`config.mk`:
```
export PLATFORM = sky130hd
export DESIGN_NAME = uart_tx_port
export DESIGN_NICKNAME = d
export VERILOG_FILES = /design/src/rtl/uart_tx_pkg.sv /design/src/rtl/uart_tx_fifo.sv /design/src/rtl/uart_tx_port.sv
export SDC_FILE = /design/constraint.sdc
export NUM_CORES = 1
export LEC_CHECK = 0
export BUFFER_PORTS_ARGS = -buffer_cell sky130_fd_sc_hd__clkbuf_2
export CORE_MARGIN = 2
export CORE_UTILIZATION = 25
export DETAILED_ROUTE_END_ITERATION = 8
export GPL_ROUTABILITY_DRIVEN = 1
export PLACE_DENSITY = 0.51
export SYNTH_ARGS = -nofsm -noshare
export SYNTH_HDL_FRONTEND = slang
export SYNTH_SLANG_ARGS = --single-unit
export TNS_END_PERCENT = 20
```
`constraint.sdc`:
```
create_clock -name clk -period 2.61 [get_ports clk]
set_clock_uncertainty 0.15 [all_clocks]
set_input_delay 0.1305 -clock clk [delete_from_list [all_inputs] [get_ports clk]]
set_output_delay 0.1305 -clock clk [all_outputs]
set_load 0.02 [all_outputs]
```
`src/rtl/uart_tx_pkg.sv`:
```
// Shared types and constants for the port-mapped UART transmitter.
package uart_tx_pkg;

  typedef enum logic [1:0] {
    IDLE  = 2'd0,
    START = 2'd1,
    DATA  = 2'd2,
    STOP  = 2'd3
  } tx_state_e;

  // Bit positions inside the status byte returned on IN
  localparam int ST_FULL    = 0;
  localparam int ST_EMPTY   = 1;
  localparam int ST_BUSY    = 2;
  localparam int ST_OVF     = 3;
  localparam int ST_CNT_LSB = 4;

  // Default port map, shared with the MCU wrapper
  localparam logic [7:0] DEF_DATA_ID   = 8'h83;
  localparam logic [7:0] DEF_STATUS_ID = 8'h84;

endpackage

```
`src/rtl/uart_tx_fifo.sv`:
```
// Small synchronous FIFO buffering outbound bytes ahead of the serializer.
// Read data is presented combinationally at the head entry, so a pop and a
// push on a full FIFO in the same cycle return the old head while the new
// byte lands in the slot being freed.
module tx_fifo #(
  parameter int DEPTH = 4,
  parameter int WIDTH = 8
) (
  input  logic             clk,
  input  logic             reset_n,
  input  logic             i_push,
  input  logic [WIDTH-1:0] i_wdata,
  input  logic             i_pop,
  output logic [WIDTH-1:0] o_rdata,
  output logic             o_full,
  output logic             o_empty,
  output logic [3:0]       o_count
);

  localparam int PW = (DEPTH > 1) ? $clog2(DEPTH) : 1;
  localparam logic [PW-1:0] LAST_IDX = PW'(DEPTH - 1);

  logic [WIDTH-1:0] r_mem [DEPTH];
  logic [PW-1:0]    r_wr_ptr;
  logic [PW-1:0]    r_rd_ptr;
  logic [3:0]       r_count;
  logic             w_push_ok;
  logic             w_pop_ok;

  assign o_full    = (r_count == 4'(DEPTH));
  assign o_empty   = (r_count == 4'd0);
  assign o_count   = r_count;
  assign o_rdata   = r_mem[r_rd_ptr];
  assign w_pop_ok  = i_pop && !o_empty;
  assign w_push_ok = i_push && (!o_full || w_pop_ok);

  // Storage array; contents need no reset since count gates visibility
  always_ff @(posedge clk) begin
    if (w_push_ok) r_mem[r_wr_ptr] <= i_wdata;
  end

  // Pointers and occupancy, wrapping at DEPTH (need not be a power of two)
  always_ff @(posedge clk or negedge reset_n) begin
    if (!reset_n) begin
      r_wr_ptr <= '0;
      r_rd_ptr <= '0;
      r_count  <= 4'd0;
    end else begin
      if (w_push_ok) r_wr_ptr <= (r_wr_ptr == LAST_IDX) ? '0 : r_wr_ptr + 1'b1;
      if (w_pop_ok)  r_rd_ptr <= (r_rd_ptr == LAST_IDX) ? '0 : r_rd_ptr + 1'b1;
      case ({w_push_ok, w_pop_ok})
        2'b10:   r_count <= r_count + 4'd1;
        2'b01:   r_count <= r_count - 4'd1;
        default: r_count <= r_count;
      endcase
    end
  end

endmodule

```
`src/rtl/uart_tx_port.sv`:
```
// Port-mapped 8N1 UART transmitter for the RAT MCU I/O bus.
//
//   state | meaning
//   ------+---------------------------------------------------------------
//   IDLE  | line high; pops the FIFO head into the shift register if any
//   START | start bit, line low for one bit period
//   DATA  | eight data bits, LSB first, shifted out of r_shift
//   STOP  | stop bit, line high; irq fires on exit if nothing is queued
module uart_tx_port import uart_tx_pkg::*; #(
  parameter int         CLK_HZ    = 100_000_000,
  parameter int         BAUD      = 9600,
  parameter logic [7:0] DATA_ID   = DEF_DATA_ID,
  parameter logic [7:0] STATUS_ID = DEF_STATUS_ID,
  parameter int         DEPTH     = 4
) (
  input  logic       clk,
  input  logic       reset_n,
  input  logic [7:0] port_id,
  input  logic [7:0] out_port,
  input  logic       io_strb,
  output logic [7:0] in_data,
  output logic       tx,
  output logic       irq
);

  localparam int DIV = CLK_HZ / BAUD;
  localparam int TW  = $clog2(DIV);
  localparam logic [TW-1:0] TIMER_LOAD = TW'(DIV - 1);

  logic            r_strb;
  logic            w_wr;
  logic            w_wr_data;
  logic            w_wr_stat;
  logic            w_push;
  logic            w_pop;
  logic            w_full;
  logic            w_empty;
  logic [3:0]      w_count;
  logic [7:0]      w_rdata;
  logic            r_ovf;
  logic [7:0]      w_status;

  tx_state_e       r_state;
  tx_state_e       w_state_nxt;
  logic [TW-1:0]   r_timer;
  logic [TW-1:0]   w_timer_nxt;
  logic [2:0]      r_bit_idx;
  logic [2:0]      w_bit_nxt;
  logic [7:0]      r_shift;
  logic [7:0]      w_shift_nxt;
  logic            r_irq;
  logic            w_irq_nxt;
  logic            w_tx;

  // A long strobe counts once: only its first cycle is a write
  assign w_wr      = io_strb && !r_strb;
  assign w_wr_data = w_wr && (port_id == DATA_ID);
  assign w_wr_stat = w_wr && (port_id == STATUS_ID);
  // A push on a full FIFO still succeeds when the IDLE pop frees a slot
  assign w_push    = w_wr_data && (!w_full || w_pop);

  tx_fifo #(
    .DEPTH (DEPTH),
    .WIDTH (8)
  ) u_fifo (
    .clk     (clk),
    .reset_n (reset_n),
    .i_push  (w_push),
    .i_wdata (out_port),
    .i_pop   (w_pop),
    .o_rdata (w_rdata),
    .o_full  (w_full),
    .o_empty (w_empty),
    .o_count (w_count)
  );

  // Strobe history for edge detection and the sticky overflow flag
  always_ff @(posedge clk or negedge reset_n) begin
    if (!reset_n) begin
      r_strb <= 1'b0;
      r_ovf  <= 1'b0;
    end else begin
      r_strb <= io_strb;
      if (w_wr_stat)
        r_ovf <= 1'b0;
      else if (w_wr_data && w_full && !w_pop)
        r_ovf <= 1'b1;
    end
  end

  // Serializer state register
  always_ff @(posedge clk or negedge reset_n) begin
    if (!reset_n) begin
      r_state   <= IDLE;
      r_timer   <= '0;
      r_bit_idx <= 3'd0;
      r_shift   <= 8'h00;
      r_irq     <= 1'b0;
    end else begin
      r_state   <= w_state_nxt;
      r_timer   <= w_timer_nxt;
      r_bit_idx <= w_bit_nxt;
      r_shift   <= w_shift_nxt;
      r_irq     <= w_irq_nxt;
    end
  end

  // Next-state, bit timer, shift and line level; each phase lasts DIV cycles
  always_comb begin
    w_state_nxt = r_state;
    w_timer_nxt = r_timer;
    w_bit_nxt   = r_bit_idx;
    w_shift_nxt = r_shift;
    w_pop       = 1'b0;
    w_irq_nxt   = 1'b0;
    w_tx        = 1'b1;
    case (r_state)
      IDLE: begin
        if (!w_empty) begin
          w_pop       = 1'b1;
          w_shift_nxt = w_rdata;
          w_timer_nxt = TIMER_LOAD;
          w_state_nxt = START;
        end
      end
      START: begin
        w_tx = 1'b0;
        if (r_timer == '0) begin
          w_timer_nxt = TIMER_LOAD;
          w_bit_nxt   = 3'd0;
          w_state_nxt = DATA;
        end else begin
          w_timer_nxt = r_timer - 1'b1;
        end
      end
      DATA: begin
        w_tx = r_shift[0];
        if (r_timer == '0) begin
          w_timer_nxt = TIMER_LOAD;
          w_shift_nxt = {1'b0, r_shift[7:1]};
          if (r_bit_idx == 3'd7)
            w_state_nxt = STOP;
          else
            w_bit_nxt = r_bit_idx + 3'd1;
        end else begin
          w_timer_nxt = r_timer - 1'b1;
        end
      end
      STOP: begin
        if (r_timer == '0) begin
          w_state_nxt = IDLE;
          w_irq_nxt   = w_empty;
        end else begin
          w_timer_nxt = r_timer - 1'b1;
        end
      end
      default: w_state_nxt = IDLE;
    endcase
  end

  // Status byte assembled from live state; no extra latency on IN
  always_comb begin
    w_status                       = 8'h00;
    w_status[ST_FULL]              = w_full;
    w_status[ST_EMPTY]             = w_empty;
    w_status[ST_BUSY]              = (r_state != IDLE);
    w_status[ST_OVF]               = r_ovf;
    w_status[ST_CNT_LSB +: 4]      = w_count;
  end

  // Zero when not addressed so the wrapper can OR it into its input mux
  assign in_data = (port_id == STATUS_ID) ? w_status : 8'h00;
  assign tx      = w_tx;
  assign irq     = r_irq;

endmodule
```
==> run summary <==
Yosys
• **combinational family with the most area after synthesis** simple AND/OR/NAND/NOR gates
• **number of flops mapped to enable cells by yosys** 32
• **simple-gate share of the synthesized area** 0.133
• **top flip-flop cell by instance count after synthesis** sky130_fd_sc_hd__dfrtp_1
• **Synthesized Nets** 317
• **syn_area_per_cell** 12.4 sq um
• **number of flip-flops and latches in the synthesized netlist** 70
• **Synth Instances** 281
• **total standard cell area after synthesis** 3500 sq um
• **distinct cell type count of the synthesized netlist** 50
• **complex-gate fraction of the synthesized area** 0.129
• **sequential element share of the synthesized area** 0.546
• **yosys warns** 0
• **adder-cell share of the synthesized area** 0.0608
• **multiplexer area fraction after synthesis** 0.0901
• **async set-reset flop share out of synthesis** 0.543
• **xor/xnor cell area share of the yosys netlist** 0.0125

Detailed routing
• **wire length per cell** 13.5 microns
• **total via count in the routed design** 2325
• **DRT iter0 DRCs** 59
• **total met3 wirelength after detailed routing** 292 microns
• **WL met1** 3180 microns
• **antenna-violating nets left** 0
• **wire length on met2** 3270 microns
• **Post-Route WL** 6940 microns
• **vias per std cell** 4.52
• **detailed-routing iteration count for the pre-antenna-repair pass** 4
• **highest routed layer** met4
• **residual DRC count** 0

Timing
• **hold_ws** 0.0863 ns
• **RSZ-0062 raised after global routing** yes
• **Final Cycle Share** 0.943
• **total count of max-transition violations in the final report** 0
• **fmax** 0.406 GHz
• **fin worst setup slack** 0.149 ns
• **final hold violations** 0
• **worst-margin pin slew** 1.01 ns
• **Slew HR** 0.330
• **fin crit period** 2.46 ns
• **accumulated negative setup slack** 0 ns
• **Final setup viols** 0

Setup path
• **Worst Path Max Fanout** 2
• **Register-to-Register Setup Slack** 0.15 ns
• **worst flop-to-flop path startpoint** r_state[0]
• **worst endpoint data arrival time** 2.54 ns
• **startpoint class of the critical path** input port
• **data required time at the worst endpoint** 2.69 ns
• **worst flop-to-flop path endpoint** u_fifo.o_count[2]
• **Setup crit end kind** register
• **Worst Reg-to-Reg Cells** 12
• **Critical Path End** u_fifo.o_count[2]
• **crit path from** io_strb
• **type of the setup path with the least slack** in2reg

Clock tree
• **later-pin clock latency in the skew report** 0.34 ns
• **number of buffers inserted during clock tree synthesis** 9
• **clock tree root driver cell** sky130_fd_sc_hd__clkbuf_16
• **CTS tree** built
• **clock sinks** 70
• **# H-tree levels** 3
• **Bufs on Longest Clock Path** 2
• **post-CTS setup repair buffer count** 0
• **clock input transition at the sequential cells of the worst setup and hold paths** 0.06 ns

Floorplanning
• **Die Area** 15000 sq um
• **die boundary height** 122 microns
• **Cell Rows** 43
• **die span in x** 122 microns
• **Initial Utilization** 0.254
• **core area** 13800 sq um
• **I/O pin count** 29

GRT
• **Total Routing Usage GR** 0.106
• **number of antenna violations at the first check in global routing** 0
• **largest net degree at the start of global routing** 39
• **leftover overflow at the end of global routing** 0
• **first-pass GRT wire length** 12000 microns
• **vias in the first global route** 2348

Layout
• **share of cells above drive strength 1** 0.222
• **Non-Filler Cell Area, Final** 4280 sq um
• **Finished Core Util** 0.311
• **commonest cells after routing, fill and taps aside** sky130_fd_sc_hd__dfrtp_1 (38), sky130_fd_sc_hd__edfxtp_1 (32), sky130_fd_sc_hd__clkbuf_2 (28)
• **Area growth, synth to finish** 22.2%
• **Ant. Diodes** 0
• **number of cells in the finished layout apart from fillers** 514
• **most frequent standard cell in the layout excluding fill and tap cells** sky130_fd_sc_hd__dfrtp_1
• **Post-layout nets** 365
• **Filler Cells Inserted** 1463

Job
• **count of max-cap constraint violations** 0

Placement
• **number of placed cells counting well taps** 487
• **port buffer count** 28
• **Placed Area** 3870 sq um
• **dpl ws** 0.124 ns
• **post-detail-place hpwl** 4840 microns
• **Final Wtd Congestion** 0.787

Min path
• **type of the most critical hold path** in2reg

Power
• **Lkg Pwr** 1.80 nW
• **final total power** 4.62 mW
• **power density over the cells** 1080 nW/um^2
• **Max IR drop VDD** 416 uV

Status
• **run status** complete, no violations

## worst max-delay path, cell delays in order
cell	delay, ns
sky130_fd_sc_hd__dlygate4sd3_1	0.52
sky130_fd_sc_hd__clkbuf_2	0.10
sky130_fd_sc_hd__nor2b_1	0.17
sky130_fd_sc_hd__nand3_1	0.11
sky130_fd_sc_hd__nor3b_2	0.20
sky130_fd_sc_hd__nor2b_2	0.18
sky130_fd_sc_hd__inv_1	0.06
sky130_fd_sc_hd__ha_1	0.20
sky130_fd_sc_hd__xor2_1	0.16
sky130_fd_sc_hd__ha_1	0.17
sky130_fd_sc_hd__a21oi_1	0.16
sky130_fd_sc_hd__xor2_1	0.17
sky130_fd_sc_hd__nor2_1	0.06
sky130_fd_sc_hd__xor2_1	0.14
## Yosys cell counts, types with 5 or more instances
| cell type | number | area [sq um] |
|---|---|---|
| sky130_fd_sc_hd__a21oi_1 | 10 | 50.1 |
| sky130_fd_sc_hd__a22o_1 | 6 | 52.6 |
| sky130_fd_sc_hd__and2_1 | 11 | 68.8 |
| sky130_fd_sc_hd__dfrtp_1 | 38 | 951 |
| sky130_fd_sc_hd__edfxtp_1 | 32 | 961 |
| sky130_fd_sc_hd__ha_1 | 17 | 213 |
| sky130_fd_sc_hd__inv_1 | 10 | 37.5 |
| sky130_fd_sc_hd__mux2i_1 | 9 | 90.1 |
| sky130_fd_sc_hd__mux4_2 | 8 | 180 |
| sky130_fd_sc_hd__nand2_1 | 17 | 63.8 |
| sky130_fd_sc_hd__nor2_1 | 13 | 48.8 |
| sky130_fd_sc_hd__nor2b_1 | 8 | 50.1 |
| sky130_fd_sc_hd__nor3_1 | 9 | 45.0 |
| sky130_fd_sc_hd__nor4_1 | 5 | 31.3 |
| sky130_fd_sc_hd__o21ai_0 | 19 | 95.1 |
## cell families (layout without fill, tap and decap cells)
| group | Yosys count | in the layout |
|---|---|---|
| and+or+nand+nor | 82 | 82 |
| DFF | 70 | 70 |
| AOI/OAI and AO/OA | 65 | 65 |
| muxes | 21 | 21 |
| buffers and inverters | 21 | 74 |
| adders and majority gates | 17 | 17 |
| xor gates and xnor gates | 5 | 5 |
## repair_timing
item	in CTS	in global routing
gates resized for setup	0	4
setup endpoints to repair	0	10
hold buffers	11	0
hold endpoints to repair	72	0
## worst min path at each step
| stage | start | endpoint | slack, ns | cells past startpoint |
|---|---|---|---|---|
| 3_3_place_gp | io_strb | r_strb | 0.10 | 1 |
| 6_report | port_id[1] | r_ovf | 0.09 | 5 |
| 5_1_grt | port_id[1] | r_ovf | 0.14 | 5 |
| 2_1_floorplan | reset_n | irq | -0.32 | 0 |
| 4_1_cts | port_id[1] | r_ovf | 0.07 | 5 |
| 3_5_place_dp | io_strb | r_strb | 0.11 | 1 |
## final cells by class
type	count	area, sq um	share of cell area
Clock buffer	9	225	0.0527
Tap cell	180	225	0.0527
Multi-Input combinational cell	190	1510	0.353
Clock inverter	7	50.0	0.0117
Sequential cell	70	1910	0.447
Inverter	10	37.5	0.00878
Timing Repair Buffer	48	318	0.0743
## power breakdown
part	switching, mW	internal, mW
Combinational	0.950	0.867
Sequential	0.299	1.38
Clock	0.484	0.643
Total	1.73	2.89
## flip-flops by register name (all words and copies together), names as in the netlist
name / flops
u_fifo.r_mem: 32
u_fifo.r_wr_ptr: 2
u_fifo.r_rd_ptr: 2
r_state: 2
r_shift: 8
r_strb: 1
u_fifo.o_count: 4
r_timer: 14
r_bit_idx: 3
irq: 1
r_ovf: 1
## layer usage
metal | global-route usage | vias up
met5 | 0 | -
met4 | 0.0553 | 0
met3 | 0.0325 | 12
met2 | 0.165 | 44
met1 | 0.134 | 1122
li1 | - | 1147
Note: power is estimated with default switching activity, not from simulation.
